[config.mk]
export PLATFORM = sky130hd
export DESIGN_NAME = execute_stage_md_flat
export DESIGN_NICKNAME = d
export VERILOG_FILES = /design/src/rtl/exec_pkg.sv /design/src/rtl/execute_stage_md_if.sv /design/src/rtl/md_unit.sv /design/src/rtl/execute_stage_md.sv /design/src/flat_wrapper.sv
export SDC_FILE = /design/constraint.sdc
export NUM_CORES = 2
export LEC_CHECK = 0
export CORE_ASPECT_RATIO = 0.75
export CORE_MARGIN = 2
export CORE_UTILIZATION = 40
export CTS_CLUSTER_SIZE = 28
export DETAILED_ROUTE_END_ITERATION = 6
export GPL_TIMING_DRIVEN = 0
export PLACE_DENSITY = 0.57
export SYNTH_ARGS = -nofsm -noshare
export SYNTH_HDL_FRONTEND = slang
export SYNTH_HIERARCHICAL = 1
export SYNTH_SLANG_ARGS = --single-unit
[constraint.sdc]
create_clock -name CLK -period 16.5 [get_ports CLK]
set_input_delay 1.65 -clock CLK [delete_from_list [all_inputs] [get_ports CLK]]
set_output_delay 1.65 -clock CLK [all_outputs]
set_load 0.01 [all_outputs]
[src/rtl/exec_pkg.sv]
//------------------------------------------------------------------------------
// Module   : exec_pkg
// Brief    : Shared constants and types for the RV32M-capable execute stage.
// Revision : 1.0 - initial release
//------------------------------------------------------------------------------
`default_nettype none

package exec_pkg;

    localparam logic [3:0] ALU_ADD  = 4'b0000;
    localparam logic [3:0] ALU_SUB  = 4'b0001;
    localparam logic [3:0] ALU_AND  = 4'b0010;
    localparam logic [3:0] ALU_OR   = 4'b0011;
    localparam logic [3:0] ALU_XOR  = 4'b0100;
    localparam logic [3:0] ALU_SLT  = 4'b0101;
    localparam logic [3:0] ALU_SLL  = 4'b0110;
    localparam logic [3:0] ALU_SRL  = 4'b0111;
    localparam logic [3:0] ALU_SRA  = 4'b1000;
    localparam logic [3:0] ALU_SLTU = 4'b1001;

    localparam logic [2:0] F3_BEQ  = 3'b000;
    localparam logic [2:0] F3_BNE  = 3'b001;
    localparam logic [2:0] F3_BLT  = 3'b100;
    localparam logic [2:0] F3_BGE  = 3'b101;
    localparam logic [2:0] F3_BLTU = 3'b110;
    localparam logic [2:0] F3_BGEU = 3'b111;

    localparam logic [2:0] F3_MUL    = 3'b000;
    localparam logic [2:0] F3_MULH   = 3'b001;
    localparam logic [2:0] F3_MULHSU = 3'b010;
    localparam logic [2:0] F3_MULHU  = 3'b011;
    localparam logic [2:0] F3_DIV    = 3'b100;
    localparam logic [2:0] F3_DIVU   = 3'b101;
    localparam logic [2:0] F3_REM    = 3'b110;
    localparam logic [2:0] F3_REMU   = 3'b111;

    localparam logic [1:0] FWD_REG = 2'b00;
    localparam logic [1:0] FWD_W   = 2'b01;
    localparam logic [1:0] FWD_M   = 2'b10;

    typedef enum logic [1:0] {
        MD_IDLE = 2'd0,
        MD_MUL  = 2'd1,
        MD_DIV  = 2'd2,
        MD_DONE = 2'd3
    } md_state_t;

endpackage

`default_nettype wire

[src/rtl/execute_stage_md_if.sv]
//------------------------------------------------------------------------------
// Module   : execute_stage_md_if
// Brief    : ID/EX operand bus and EX/MEM result bus of the execute stage.
// Revision : 1.0 - initial release
//------------------------------------------------------------------------------
`default_nettype none

interface execute_stage_md_if #(
    parameter int XLEN   = 32,
    parameter int REGW   = 5,
    parameter int CTRLMW = 4
);
    logic              valid_e;
    logic              flush_e;
    logic [XLEN-1:0]   rd1_e;
    logic [XLEN-1:0]   rd2_e;
    logic [XLEN-1:0]   pc_e;
    logic [XLEN-1:0]   imm_ext_e;
    logic [XLEN-1:0]   pc_plus4_e;
    logic [XLEN-1:0]   alu_result_mh;
    logic [XLEN-1:0]   result_w;
    logic [1:0]        forward_a_e;
    logic [1:0]        forward_b_e;
    logic [REGW-1:0]   rd_e;
    logic [2:0]        funct3_e;
    logic              alu_src_e;
    logic [3:0]        alu_ctrl_e;
    logic              md_e;
    logic              branch_e;
    logic              jump_e;
    logic [CTRLMW-1:0] ctrl_m_e;

    logic [XLEN-1:0]   pc_target_e;
    logic              pc_src_e;
    logic [XLEN-1:0]   alu_result_e;
    logic              stall_e;
    logic [XLEN-1:0]   alu_result_m;
    logic [XLEN-1:0]   write_data_m;
    logic [XLEN-1:0]   pc_plus4_m;
    logic [REGW-1:0]   rd_m;
    logic [CTRLMW-1:0] ctrl_m;
    logic              valid_m;

    modport master (
        output valid_e, flush_e, rd1_e, rd2_e, pc_e, imm_ext_e, pc_plus4_e,
               alu_result_mh, result_w, forward_a_e, forward_b_e, rd_e, funct3_e,
               alu_src_e, alu_ctrl_e, md_e, branch_e, jump_e, ctrl_m_e,
        input  pc_target_e, pc_src_e, alu_result_e, stall_e, alu_result_m,
               write_data_m, pc_plus4_m, rd_m, ctrl_m, valid_m
    );

    modport slave (
        input  valid_e, flush_e, rd1_e, rd2_e, pc_e, imm_ext_e, pc_plus4_e,
               alu_result_mh, result_w, forward_a_e, forward_b_e, rd_e, funct3_e,
               alu_src_e, alu_ctrl_e, md_e, branch_e, jump_e, ctrl_m_e,
        output pc_target_e, pc_src_e, alu_result_e, stall_e, alu_result_m,
               write_data_m, pc_plus4_m, rd_m, ctrl_m, valid_m
    );
endinterface

`default_nettype wire

[src/rtl/md_unit.sv]
//------------------------------------------------------------------------------
// Module   : md_unit
// Brief    : Iterative RV32M multiply (shift-add) / divide (restoring) engine.
// Revision : 1.0 - initial release
//------------------------------------------------------------------------------
`default_nettype none

module md_unit
    import exec_pkg::*;
#(
    parameter int XLEN   = 32,
    parameter int REGW   = 5,
    parameter int CTRLMW = 4
) (
    input  logic              clk,
    input  logic              rst_n,
    input  logic              start_i,
    input  logic              flush_i,
    input  logic [2:0]        funct3_i,
    input  logic [XLEN-1:0]   a_i,
    input  logic [XLEN-1:0]   b_i,
    input  logic [XLEN-1:0]   wdata_i,
    input  logic [XLEN-1:0]   pc_plus4_i,
    input  logic [REGW-1:0]   rd_i,
    input  logic [CTRLMW-1:0] ctrl_i,
    output logic              stall_o,
    output logic              done_o,
    output logic [XLEN-1:0]   result_o,
    output logic [XLEN-1:0]   wdata_o,
    output logic [XLEN-1:0]   pc_plus4_o,
    output logic [REGW-1:0]   rd_o,
    output logic [CTRLMW-1:0] ctrl_o
);
    localparam int              CW    = $clog2(XLEN);
    localparam logic [XLEN-1:0] C_MIN = {1'b1, {(XLEN-1){1'b0}}};

    md_state_t           state_q;
    logic [2*XLEN-1:0]   acc_q;
    logic [XLEN-1:0]     opb_q, res_q, wdata_q, pc4_q;
    logic [2:0]          f3_q;
    logic [REGW-1:0]     rd_q;
    logic [CTRLMW-1:0]   ctrl_q;
    logic                neg_q, negr_q, special_q;
    logic [CW-1:0]       cnt_q;

    logic                w_a_sgn, w_b_sgn, w_div0, w_ovf;
    logic [XLEN-1:0]     w_a_mag, w_b_mag, w_special;

    // Operands become magnitudes at accept; signs are re-applied on the final step.
    always_comb begin
        w_a_sgn   = a_i[XLEN-1] & (funct3_i inside {F3_MULH, F3_MULHSU, F3_DIV, F3_REM});
        w_b_sgn   = b_i[XLEN-1] & (funct3_i inside {F3_MULH, F3_DIV, F3_REM});
        w_a_mag   = w_a_sgn ? -a_i : a_i;
        w_b_mag   = w_b_sgn ? -b_i : b_i;
        w_div0    = funct3_i[2] && (b_i == '0);
        w_ovf     = (funct3_i == F3_DIV || funct3_i == F3_REM) && (a_i == C_MIN) && (b_i == '1);
        if (w_div0) w_special = funct3_i[1] ? a_i : '1;
        else        w_special = funct3_i[1] ? '0 : C_MIN;
    end

    logic [XLEN:0]       w_sum, w_shift, w_diff;
    logic [2*XLEN-1:0]   w_step, w_prod;
    logic [XLEN-1:0]     w_quo, w_rem, w_fix;

    // acc_q holds {partial product, multiplier} for MUL and {remainder, quotient} for DIV.
    always_comb begin
        w_sum   = {1'b0, acc_q[2*XLEN-1:XLEN]} + (acc_q[0] ? {1'b0, opb_q} : '0);
        w_shift = {acc_q[2*XLEN-1:XLEN], acc_q[XLEN-1]};
        w_diff  = w_shift - {1'b0, opb_q};
        if (state_q == MD_MUL) w_step = {w_sum, acc_q[XLEN-1:1]};
        else if (w_diff[XLEN]) w_step = {w_shift[XLEN-1:0], acc_q[XLEN-2:0], 1'b0};
        else                   w_step = {w_diff[XLEN-1:0], acc_q[XLEN-2:0], 1'b1};
        w_prod = neg_q  ? -w_step : w_step;
        w_quo  = neg_q  ? -w_step[XLEN-1:0] : w_step[XLEN-1:0];
        w_rem  = negr_q ? -w_step[2*XLEN-1:XLEN] : w_step[2*XLEN-1:XLEN];
        if (state_q == MD_MUL) w_fix = (f3_q == F3_MUL) ? w_prod[XLEN-1:0] : w_prod[2*XLEN-1:XLEN];
        else                   w_fix = f3_q[1] ? w_rem : w_quo;
    end

    always_ff @(posedge clk or negedge rst_n) begin
        if (!rst_n) begin
            state_q   <= MD_IDLE;
            acc_q     <= '0;
            opb_q     <= '0;
            res_q     <= '0;
            wdata_q   <= '0;
            pc4_q     <= '0;
            f3_q      <= '0;
            rd_q      <= '0;
            ctrl_q    <= '0;
            neg_q     <= 1'b0;
            negr_q    <= 1'b0;
            special_q <= 1'b0;
            cnt_q     <= '0;
        end else begin
            unique case (state_q)
                MD_IDLE: begin
                    if (start_i) begin
                        state_q   <= funct3_i[2] ? MD_DIV : MD_MUL;
                        acc_q     <= {{XLEN{1'b0}}, w_a_mag};
                        opb_q     <= w_b_mag;
                        res_q     <= w_special;
                        wdata_q   <= wdata_i;
                        pc4_q     <= pc_plus4_i;
                        f3_q      <= funct3_i;
                        rd_q      <= rd_i;
                        ctrl_q    <= ctrl_i;
                        neg_q     <= w_a_sgn ^ w_b_sgn;
                        negr_q    <= w_a_sgn;
                        special_q <= w_div0 | w_ovf;
                        cnt_q     <= '0;
                    end
                end
                MD_MUL, MD_DIV: begin
                    if (flush_i) begin
                        state_q <= MD_IDLE;
                    end else if (special_q) begin
                        state_q <= MD_DONE;
                    end else begin
                        acc_q <= w_step;
                        cnt_q <= cnt_q + 1'b1;
                        if (cnt_q == CW'(XLEN-1)) begin
                            state_q <= MD_DONE;
                            res_q   <= w_fix;
                        end
                    end
                end
                default: state_q <= MD_IDLE;
            endcase
        end
    end

    assign stall_o    = ((state_q == MD_IDLE) && start_i) ||
                        (((state_q == MD_MUL) || (state_q == MD_DIV)) && !flush_i);
    assign done_o     = (state_q == MD_DONE);
    assign result_o   = res_q;
    assign wdata_o    = wdata_q;
    assign pc_plus4_o = pc4_q;
    assign rd_o       = rd_q;
    assign ctrl_o     = ctrl_q;

endmodule

`default_nettype wire

[src/rtl/execute_stage_md.sv]
//------------------------------------------------------------------------------
// Module   : execute_stage_md
// Brief    : RV32IM execute stage with forwarding, ALU, branch resolution,
//            iterative mul/div and the EX/MEM pipeline register.
//            Define EXEC_FAST_MUL_EN for a single-cycle combinational multiplier.
// Revision : 1.0 - initial release
//------------------------------------------------------------------------------
`default_nettype none

module execute_stage_md
    import exec_pkg::*;
#(
    parameter int XLEN   = 32,
    parameter int REGW   = 5,
    parameter int CTRLMW = 4
) (
    input  logic                 CLK,
    input  logic                 RST_N,
    execute_stage_md_if.slave    ex
);
    localparam int SHW = $clog2(XLEN);

    logic [XLEN-1:0] w_src_a, w_src_b_raw, w_src_b, w_alu_result;
    logic [XLEN:0]   w_diff;
    logic            w_zero, w_lt, w_ltu, w_taken;

    always_comb begin
        unique case (ex.forward_a_e)
            FWD_W:   w_src_a = ex.result_w;
            FWD_M:   w_src_a = ex.alu_result_mh;
            default: w_src_a = ex.rd1_e;
        endcase
        unique case (ex.forward_b_e)
            FWD_W:   w_src_b_raw = ex.result_w;
            FWD_M:   w_src_b_raw = ex.alu_result_mh;
            default: w_src_b_raw = ex.rd2_e;
        endcase
        w_src_b = ex.alu_src_e ? ex.imm_ext_e : w_src_b_raw;
    end

    // Flags come from a dedicated subtractor so branches resolve regardless of alu_ctrl.
    always_comb begin
        w_diff = {1'b0, w_src_a} - {1'b0, w_src_b};
        w_zero = (w_diff[XLEN-1:0] == '0);
        w_ltu  = w_diff[XLEN];
        w_lt   = (w_src_a[XLEN-1] != w_src_b[XLEN-1]) ? w_src_a[XLEN-1] : w_diff[XLEN-1];
        unique case (ex.alu_ctrl_e)
            ALU_SUB:  w_alu_result = w_diff[XLEN-1:0];
            ALU_AND:  w_alu_result = w_src_a & w_src_b;
            ALU_OR:   w_alu_result = w_src_a | w_src_b;
            ALU_XOR:  w_alu_result = w_src_a ^ w_src_b;
            ALU_SLT:  w_alu_result = {{(XLEN-1){1'b0}}, w_lt};
            ALU_SLTU: w_alu_result = {{(XLEN-1){1'b0}}, w_ltu};
            ALU_SLL:  w_alu_result = w_src_a << w_src_b[SHW-1:0];
            ALU_SRL:  w_alu_result = w_src_a >> w_src_b[SHW-1:0];
            ALU_SRA:  w_alu_result = $signed(w_src_a) >>> w_src_b[SHW-1:0];
            default:  w_alu_result = w_src_a + w_src_b;
        endcase
        unique case (ex.funct3_e)
            F3_BEQ:  w_taken = w_zero;
            F3_BNE:  w_taken = !w_zero;
            F3_BLT:  w_taken = w_lt;
            F3_BGE:  w_taken = !w_lt;
            F3_BLTU: w_taken = w_ltu;
            F3_BGEU: w_taken = !w_ltu;
            default: w_taken = 1'b0;
        endcase
    end

    assign ex.pc_target_e  = ex.pc_e + ex.imm_ext_e;
    assign ex.pc_src_e     = ex.valid_e && !ex.flush_e && (ex.jump_e || (ex.branch_e && w_taken));
    assign ex.alu_result_e = w_alu_result;

    logic            w_fast_mul;
    logic [XLEN-1:0] w_fast_res;
`ifdef EXEC_FAST_MUL_EN
    logic              w_fa_s, w_fb_s;
    logic [2*XLEN-1:0] w_fa, w_fb, w_fprod;
    assign w_fast_mul = ex.valid_e && ex.md_e && !ex.funct3_e[2];
    assign w_fa_s     = w_src_a[XLEN-1] && (ex.funct3_e == F3_MULH || ex.funct3_e == F3_MULHSU);
    assign w_fb_s     = w_src_b[XLEN-1] && (ex.funct3_e == F3_MULH);
    assign w_fa       = {{XLEN{w_fa_s}}, w_src_a};
    assign w_fb       = {{XLEN{w_fb_s}}, w_src_b};
    assign w_fprod    = w_fa * w_fb;
    assign w_fast_res = (ex.funct3_e == F3_MUL) ? w_fprod[XLEN-1:0] : w_fprod[2*XLEN-1:XLEN];
`else
    assign w_fast_mul = 1'b0;
    assign w_fast_res = '0;
`endif

    logic              w_md_start, w_stall, w_md_done;
    logic [XLEN-1:0]   w_md_result, w_md_wdata, w_md_pc4;
    logic [REGW-1:0]   w_md_rd;
    logic [CTRLMW-1:0] w_md_ctrl;

    assign w_md_start = ex.valid_e && ex.md_e && !ex.flush_e && !w_fast_mul;

    md_unit #(
        .XLEN   (XLEN),
        .REGW   (REGW),
        .CTRLMW (CTRLMW)
    ) u_md_unit (
        .clk        (CLK),
        .rst_n      (RST_N),
        .start_i    (w_md_start),
        .flush_i    (ex.flush_e),
        .funct3_i   (ex.funct3_e),
        .a_i        (w_src_a),
        .b_i        (w_src_b),
        .wdata_i    (w_src_b_raw),
        .pc_plus4_i (ex.pc_plus4_e),
        .rd_i       (ex.rd_e),
        .ctrl_i     (ex.ctrl_m_e),
        .stall_o    (w_stall),
        .done_o     (w_md_done),
        .result_o   (w_md_result),
        .wdata_o    (w_md_wdata),
        .pc_plus4_o (w_md_pc4),
        .rd_o       (w_md_rd),
        .ctrl_o     (w_md_ctrl)
    );

    assign ex.stall_e = w_stall;

    logic [XLEN-1:0]   alu_result_m_q, alu_result_m_d, write_data_m_q, write_data_m_d;
    logic [XLEN-1:0]   pc_plus4_m_q, pc_plus4_m_d;
    logic [REGW-1:0]   rd_m_q, rd_m_d;
    logic [CTRLMW-1:0] ctrl_m_q, ctrl_m_d;
    logic              valid_m_q, valid_m_d;

    // Bubbles clear only valid/ctrl; flush outranks a finishing M-op.
    always_comb begin
        alu_result_m_d = alu_result_m_q;
        write_data_m_d = write_data_m_q;
        pc_plus4_m_d   = pc_plus4_m_q;
        rd_m_d         = rd_m_q;
        ctrl_m_d       = '0;
        valid_m_d      = 1'b0;
        if (ex.flush_e || w_stall) begin
            ctrl_m_d = '0;
        end else if (w_md_done) begin
            alu_result_m_d = w_md_result;
            write_data_m_d = w_md_wdata;
            pc_plus4_m_d   = w_md_pc4;
            rd_m_d         = w_md_rd;
            ctrl_m_d       = w_md_ctrl;
            valid_m_d      = 1'b1;
        end else begin
            alu_result_m_d = w_fast_mul ? w_fast_res : w_alu_result;
            write_data_m_d = w_src_b_raw;
            pc_plus4_m_d   = ex.pc_plus4_e;
            rd_m_d         = ex.rd_e;
            ctrl_m_d       = ex.valid_e ? ex.ctrl_m_e : '0;
            valid_m_d      = ex.valid_e;
        end
    end

    always_ff @(posedge CLK or negedge RST_N) begin
        if (!RST_N) begin
            alu_result_m_q <= '0;
            write_data_m_q <= '0;
            pc_plus4_m_q   <= '0;
            rd_m_q         <= '0;
            ctrl_m_q       <= '0;
            valid_m_q      <= 1'b0;
        end else begin
            alu_result_m_q <= alu_result_m_d;
            write_data_m_q <= write_data_m_d;
            pc_plus4_m_q   <= pc_plus4_m_d;
            rd_m_q         <= rd_m_d;
            ctrl_m_q       <= ctrl_m_d;
            valid_m_q      <= valid_m_d;
        end
    end

    assign ex.alu_result_m = alu_result_m_q;
    assign ex.write_data_m = write_data_m_q;
    assign ex.pc_plus4_m   = pc_plus4_m_q;
    assign ex.rd_m         = rd_m_q;
    assign ex.ctrl_m       = ctrl_m_q;
    assign ex.valid_m      = valid_m_q;

endmodule

`default_nettype wire

[src/flat_wrapper.sv]
// flat-port wrapper written by rule: the top's interface ports become plain ports
module execute_stage_md_flat import exec_pkg::*;
#(
    parameter int XLEN   = 32,
    parameter int REGW   = 5,
    parameter int CTRLMW = 4
)
  (CLK, RST_N, ex_valid_e, ex_flush_e, ex_rd1_e, ex_rd2_e, ex_pc_e, ex_imm_ext_e, ex_pc_plus4_e, ex_alu_result_mh, ex_result_w, ex_forward_a_e, ex_forward_b_e, ex_rd_e, ex_funct3_e, ex_alu_src_e, ex_alu_ctrl_e, ex_md_e, ex_branch_e, ex_jump_e, ex_ctrl_m_e, ex_pc_target_e, ex_pc_src_e, ex_alu_result_e, ex_stall_e, ex_alu_result_m, ex_write_data_m, ex_pc_plus4_m, ex_rd_m, ex_ctrl_m, ex_valid_m);
  execute_stage_md_if #(.XLEN(XLEN), .REGW(REGW), .CTRLMW(CTRLMW)) ex_i ();
  input  logic CLK;
  input  logic RST_N;
  input wire logic [$bits(ex_i.valid_e)-1:0] ex_valid_e;
  input wire logic [$bits(ex_i.flush_e)-1:0] ex_flush_e;
  input wire logic [$bits(ex_i.rd1_e)-1:0] ex_rd1_e;
  input wire logic [$bits(ex_i.rd2_e)-1:0] ex_rd2_e;
  input wire logic [$bits(ex_i.pc_e)-1:0] ex_pc_e;
  input wire logic [$bits(ex_i.imm_ext_e)-1:0] ex_imm_ext_e;
  input wire logic [$bits(ex_i.pc_plus4_e)-1:0] ex_pc_plus4_e;
  input wire logic [$bits(ex_i.alu_result_mh)-1:0] ex_alu_result_mh;
  input wire logic [$bits(ex_i.result_w)-1:0] ex_result_w;
  input wire logic [$bits(ex_i.forward_a_e)-1:0] ex_forward_a_e;
  input wire logic [$bits(ex_i.forward_b_e)-1:0] ex_forward_b_e;
  input wire logic [$bits(ex_i.rd_e)-1:0] ex_rd_e;
  input wire logic [$bits(ex_i.funct3_e)-1:0] ex_funct3_e;
  input wire logic [$bits(ex_i.alu_src_e)-1:0] ex_alu_src_e;
  input wire logic [$bits(ex_i.alu_ctrl_e)-1:0] ex_alu_ctrl_e;
  input wire logic [$bits(ex_i.md_e)-1:0] ex_md_e;
  input wire logic [$bits(ex_i.branch_e)-1:0] ex_branch_e;
  input wire logic [$bits(ex_i.jump_e)-1:0] ex_jump_e;
  input wire logic [$bits(ex_i.ctrl_m_e)-1:0] ex_ctrl_m_e;
  output wire logic [$bits(ex_i.pc_target_e)-1:0] ex_pc_target_e;
  output wire logic [$bits(ex_i.pc_src_e)-1:0] ex_pc_src_e;
  output wire logic [$bits(ex_i.alu_result_e)-1:0] ex_alu_result_e;
  output wire logic [$bits(ex_i.stall_e)-1:0] ex_stall_e;
  output wire logic [$bits(ex_i.alu_result_m)-1:0] ex_alu_result_m;
  output wire logic [$bits(ex_i.write_data_m)-1:0] ex_write_data_m;
  output wire logic [$bits(ex_i.pc_plus4_m)-1:0] ex_pc_plus4_m;
  output wire logic [$bits(ex_i.rd_m)-1:0] ex_rd_m;
  output wire logic [$bits(ex_i.ctrl_m)-1:0] ex_ctrl_m;
  output wire logic [$bits(ex_i.valid_m)-1:0] ex_valid_m;
  assign ex_i.valid_e = ex_valid_e;
  assign ex_i.flush_e = ex_flush_e;
  assign ex_i.rd1_e = ex_rd1_e;
  assign ex_i.rd2_e = ex_rd2_e;
  assign ex_i.pc_e = ex_pc_e;
  assign ex_i.imm_ext_e = ex_imm_ext_e;
  assign ex_i.pc_plus4_e = ex_pc_plus4_e;
  assign ex_i.alu_result_mh = ex_alu_result_mh;
  assign ex_i.result_w = ex_result_w;
  assign ex_i.forward_a_e = ex_forward_a_e;
  assign ex_i.forward_b_e = ex_forward_b_e;
  assign ex_i.rd_e = ex_rd_e;
  assign ex_i.funct3_e = ex_funct3_e;
  assign ex_i.alu_src_e = ex_alu_src_e;
  assign ex_i.alu_ctrl_e = ex_alu_ctrl_e;
  assign ex_i.md_e = ex_md_e;
  assign ex_i.branch_e = ex_branch_e;
  assign ex_i.jump_e = ex_jump_e;
  assign ex_i.ctrl_m_e = ex_ctrl_m_e;
  assign ex_pc_target_e = ex_i.pc_target_e;
  assign ex_pc_src_e = ex_i.pc_src_e;
  assign ex_alu_result_e = ex_i.alu_result_e;
  assign ex_stall_e = ex_i.stall_e;
  assign ex_alu_result_m = ex_i.alu_result_m;
  assign ex_write_data_m = ex_i.write_data_m;
  assign ex_pc_plus4_m = ex_i.pc_plus4_m;
  assign ex_rd_m = ex_i.rd_m;
  assign ex_ctrl_m = ex_i.ctrl_m;
  assign ex_valid_m = ex_i.valid_m;
  execute_stage_md #(.XLEN(XLEN), .REGW(REGW), .CTRLMW(CTRLMW)) u_core (.CLK(CLK), .RST_N(RST_N), .ex(ex_i));
endmodule
==> flow_metrics.py <==
metrics = {
    "outcome": {
        "outcome": "finished, violations left",
        "violations": "max-capacitance violations, max-slew violations",
    },
    "synth": {
        "synth_cells": 4871,
        "synth-xor-area-share_pct": 5.49,
        "synthSimpleGateAreaFrac_pct": 21.9,
        "ys_ff_latch": 320,
        "synth_cell_types": 123,
        "synth_adder_area_share_pct": 7.49,
        "synth_edf_count": 0,
        "yosysWarnings": 6,
        "yosysSeqAreaShare_pct": 22.2,
        "synth.net_count": 5335,
        "synth_compound_area_share_pct": 29.9,
        "synth_top_family_by_area": "compound AO/OA/AOI/OAI gates",
        "synthMuxAreaShare_pct": 7.05,
        "synth-main-ff-cell": "dfrtp_1",
        "syn_area_um2": 36000,
        "async_flop_share_pct": 100,
        "syn-mean-instance-area_um2": 7.40,
    },
    "setup_path": {
        "reg2reg_depth": 21,
        "r2r-start": "u_core/u_md_unit/state_q[1]$_DFFE_PN0P_",
        "cpPeakStageDelay_ns": 0.74,
        "startpoint_type": "input port",
        "end_kind": "output pin",
        "crit_type": "in2out",
        "worst_r2r_endpoint": "u_core/u_md_unit/result_o[26]$_DFFE_PN0P_",
        "arrival_ns": 12.95,
        "worstPathMaxFanout": 11,
        "cp_slowest_cell": "buf_1",
        "r2r_setup_slack_ns": 7.92,
        "critPathRequiredTime_ns": 14.85,
    },
    "sta": {
        "period_share_pct": 88.5,
        "skew_ns": 0.0401,
        "hold_viol": 0,
        "setup_slack_ns": 1.90,
        "setup_violations": 0,
        "slew_viol_final": 37,
        "worst_pin_slew_ns": 1.59,
        "fmax_mhz": 68.5,
        "rsz0062_at_grt": "false",
        "max-slew-margin-rel_pct": -6.16,
        "fin_crit_ns": 14.60,
    },
    "floorplan": {
        "die_y_um": 264,
        "coreArea_um2": 89400,
        "rows": 95,
        "start_util_pct": 40.3,
        "die_area_um2": 92500,
        "ios": 424,
        "dieWidth_um": 351,
    },
    "clock_tree": {
        "worstSkewPairLatency_ns": 0.62,
        "post_cts_buffers": 0,
        "clk_pin_slew_ns": 0.06,
        "numCtsBuffers": 39,
        "cts_max_path_buffers": 3,
        "cts_tree": "done",
        "cts-htree-levels": 2,
        "root_buffer": "clkbuf_16",
        "cts_hold_buf": 0,
        "numClockSinks": 320,
        "cts_resized": 0,
    },
    "power_and_ir_drop": {
        "p_int_uw": 3580,
        "comb_power_share_pct": 71.9,
        "power.total_uw": 8450,
        "pwr-share-seq_pct": 17.3,
        "p_leak_uw": 0.0180,
        "peakVddDrop_uv": 114,
        "clockPowerShare_pct": 10.8,
        "p_sw_share_pct": 57.7,
        "cellPowerDensity_nw_per_um2": 193,
        "switching_power_uw": 4880,
    },
    "placement": {
        "dp_slack_ns": 2.50,
        "portBuffers": 420,
        "dp_hpwl_um": 184000,
        "routabilityCongestion": 1.10,
    },
    "cells_and_area": {
        "drive_above_1_share_pct": 7.56,
        "layout_commonest_cell": "nand2_1",
        "mostFrequentLayoutCells": "nand2_1, nor2_1, a21oi_1, clkdlybuf4s50_1, o21ai_0",
        "area_growth_pct": 21.6,
        "fillers": 9203,
        "fin_nets": 5833,
    },
    "detailed_routing": {
        "wire_per_inst_um": 33.6,
        "wl_met3_um": 39900,
        "dr.max_layer_used": "met5",
        "wl_met2_um": 79200,
        "drcViolationCount": 0,
        "drt_pass1_iterations": 7,
        "drt_wl_total_um": 222000,
        "drt-met1-wl_um": 95200,
        "vias_per_cell": 6.67,
        "vias": 44100,
        "drt_iter0_drc": 7454,
        "antenna_left": 0,
    },
    "global_route": {
        "grt_pass1_wl_um": 305000,
        "grt_max_degree": 111,
        "antenna_found_initial": 11,
        "first_global_vias": 38900,
        "grtUsageTotal_pct": 46.1,
        "globalRoute.totalOverflow": 0,
    },
    "worst_hold_path": {
        "holdPathEnd": "u_core/ex.pc_plus4_m[2]$_DFFE_PN0P_",
        "hold_depth": 2,
        "worstHoldStart": "u_core/ex.pc_plus4_m[2]$_DFFE_PN0P_",
        "hold_path.class": "reg2reg",
    },
    "run": {
        "drv_cap": 8,
    },
}
[worst max-delay path by stage]
| stage | from | to | cells after the start |
|---|---|---|---|
| 2_1_floorplan | ex_forward_b_e[0] | ex_pc_src_e | 30 |
| 3_3_place_gp | RST_N | u_core/ex.write_data_m[2]$_DFFE_PN0P_ | 1 |
| 3_5_place_dp | ex_forward_b_e[0] | ex_pc_src_e | 32 |
| 4_1_cts | ex_forward_b_e[0] | ex_pc_src_e | 32 |
| 5_1_grt | ex_forward_b_e[0] | ex_pc_src_e | 32 |
| 6_report | ex_forward_b_e[0] | ex_pc_src_e | 32 |
[power groups by stage]
stage / clock network (uW) / registers (uW) / logic, uW
after floorplan: 0 / 1380 / 3180
after global routing: 950 / 1490 / 6250
after global placement: 0 / 1450 / 5580
final: 914 / 1460 / 6080
after CTS: 918 / 1440 / 5660
after detailed placement: 0 / 1450 / 5640
[layer usage]
metal | vias up | GRT usage (%)
met5 | - | 1.15
met4 | 12 | 13.1
met3 | 435 | 26.1
met2 | 3421 | 56.1
met1 | 21500 | 66.5
li1 | 18700 | -
[through the flow]
| stage | TNS [ns] | hold slack (ns) | std cells | utilization [%] | cell area [um^2] |
|---|---|---|---|---|---|
| after floorplan | 0 | 0.442 | 4871 | - | 36000 |
| after global placement | -356.95 | 0.461 | 6503 | 46.7 | 41700 |
| after detailed placement | 0 | 0.468 | 6535 | 47.5 | 42400 |
| after CTS | 0 | 0.482 | 6602 | 48.9 | 43700 |
| after global routing | 0 | 0.499 | 6607 | 49.0 | 43800 |
| final | 0 | 0.479 | 6613 | 49.0 | 43800 |
[logic make-up (layout without fill, tap and decap cells)]
logic type	count (synthesis)	after routing
AND/OR/NAND/NOR	1681	1681
AO/OA/AOI/OAI	1663	1663
buffers and inverters	529	1053
flip-flops	320	320
multiplexers	240	240
XOR/XNOR	226	226
adder cells (fa/ha/maj)	212	212
other	0	6
[synth_stat cells, types with 107 or more instances]
master,n,area (um^2)
a21oi_1,420,2100
nand3_1,131,656
nand2_1,601,2260
mux2i_1,130,1300
xnor2_1,153,1340
ha_1,206,2580
nor3_1,107,536
nor2_1,433,1630
mux2_2,110,1240
dfrtp_1,320,8010
clkbuf_1,220,826
inv_1,201,754
o21ai_0,438,2190
[flip-flops by register name, summed over array words and instances (netlist names), 2 cells and up]
| name | cells |
|---|---|
| u_core/u_md_unit/acc_q | 64 |
| u_core/u_md_unit/ctrl_o | 4 |
| u_core/ex.ctrl_m | 4 |
| u_core/u_md_unit/wdata_o | 32 |
| u_core/u_md_unit/cnt_q | 5 |
| u_core/ex.write_data_m | 32 |
| u_core/u_md_unit/f3_q | 3 |
| u_core/ex.pc_plus4_m | 32 |
| u_core/u_md_unit/pc_plus4_o | 32 |
| u_core/u_md_unit/opb_q | 32 |
| u_core/ex.alu_result_m | 32 |
| u_core/u_md_unit/result_o | 32 |
| u_core/ex.rd_m | 5 |
| u_core/u_md_unit/state_q | 2 |
| u_core/u_md_unit/rd_o | 5 |
[cell type report]
type,count,area [um^2],share of cell area [%]
inverters,207,782,1.78
repair buffers,457,4800,11.0
multi-input cells,4022,26000,59.3
plain buffers,322,1370,3.13
flip-flops and latches,320,8010,18.3
diodes,6,15.0,0.0343
clock inverters,17,215,0.491
clock buffers,50,1110,2.53
well taps,1212,1520,3.46
[worst max-delay path: cells and delay by family]
family / cells / cell delay [ns]
AOI/OAI and AO/OA: 13 / 4.28
xor gates and xnor gates: 1 / 0.13
buffers and inverters: 7 / 3.31
adders and majority gates: 3 / 1.28
and+or+nand+nor: 8 / 2.25
Note: power is estimated with default switching activity, not from simulation.
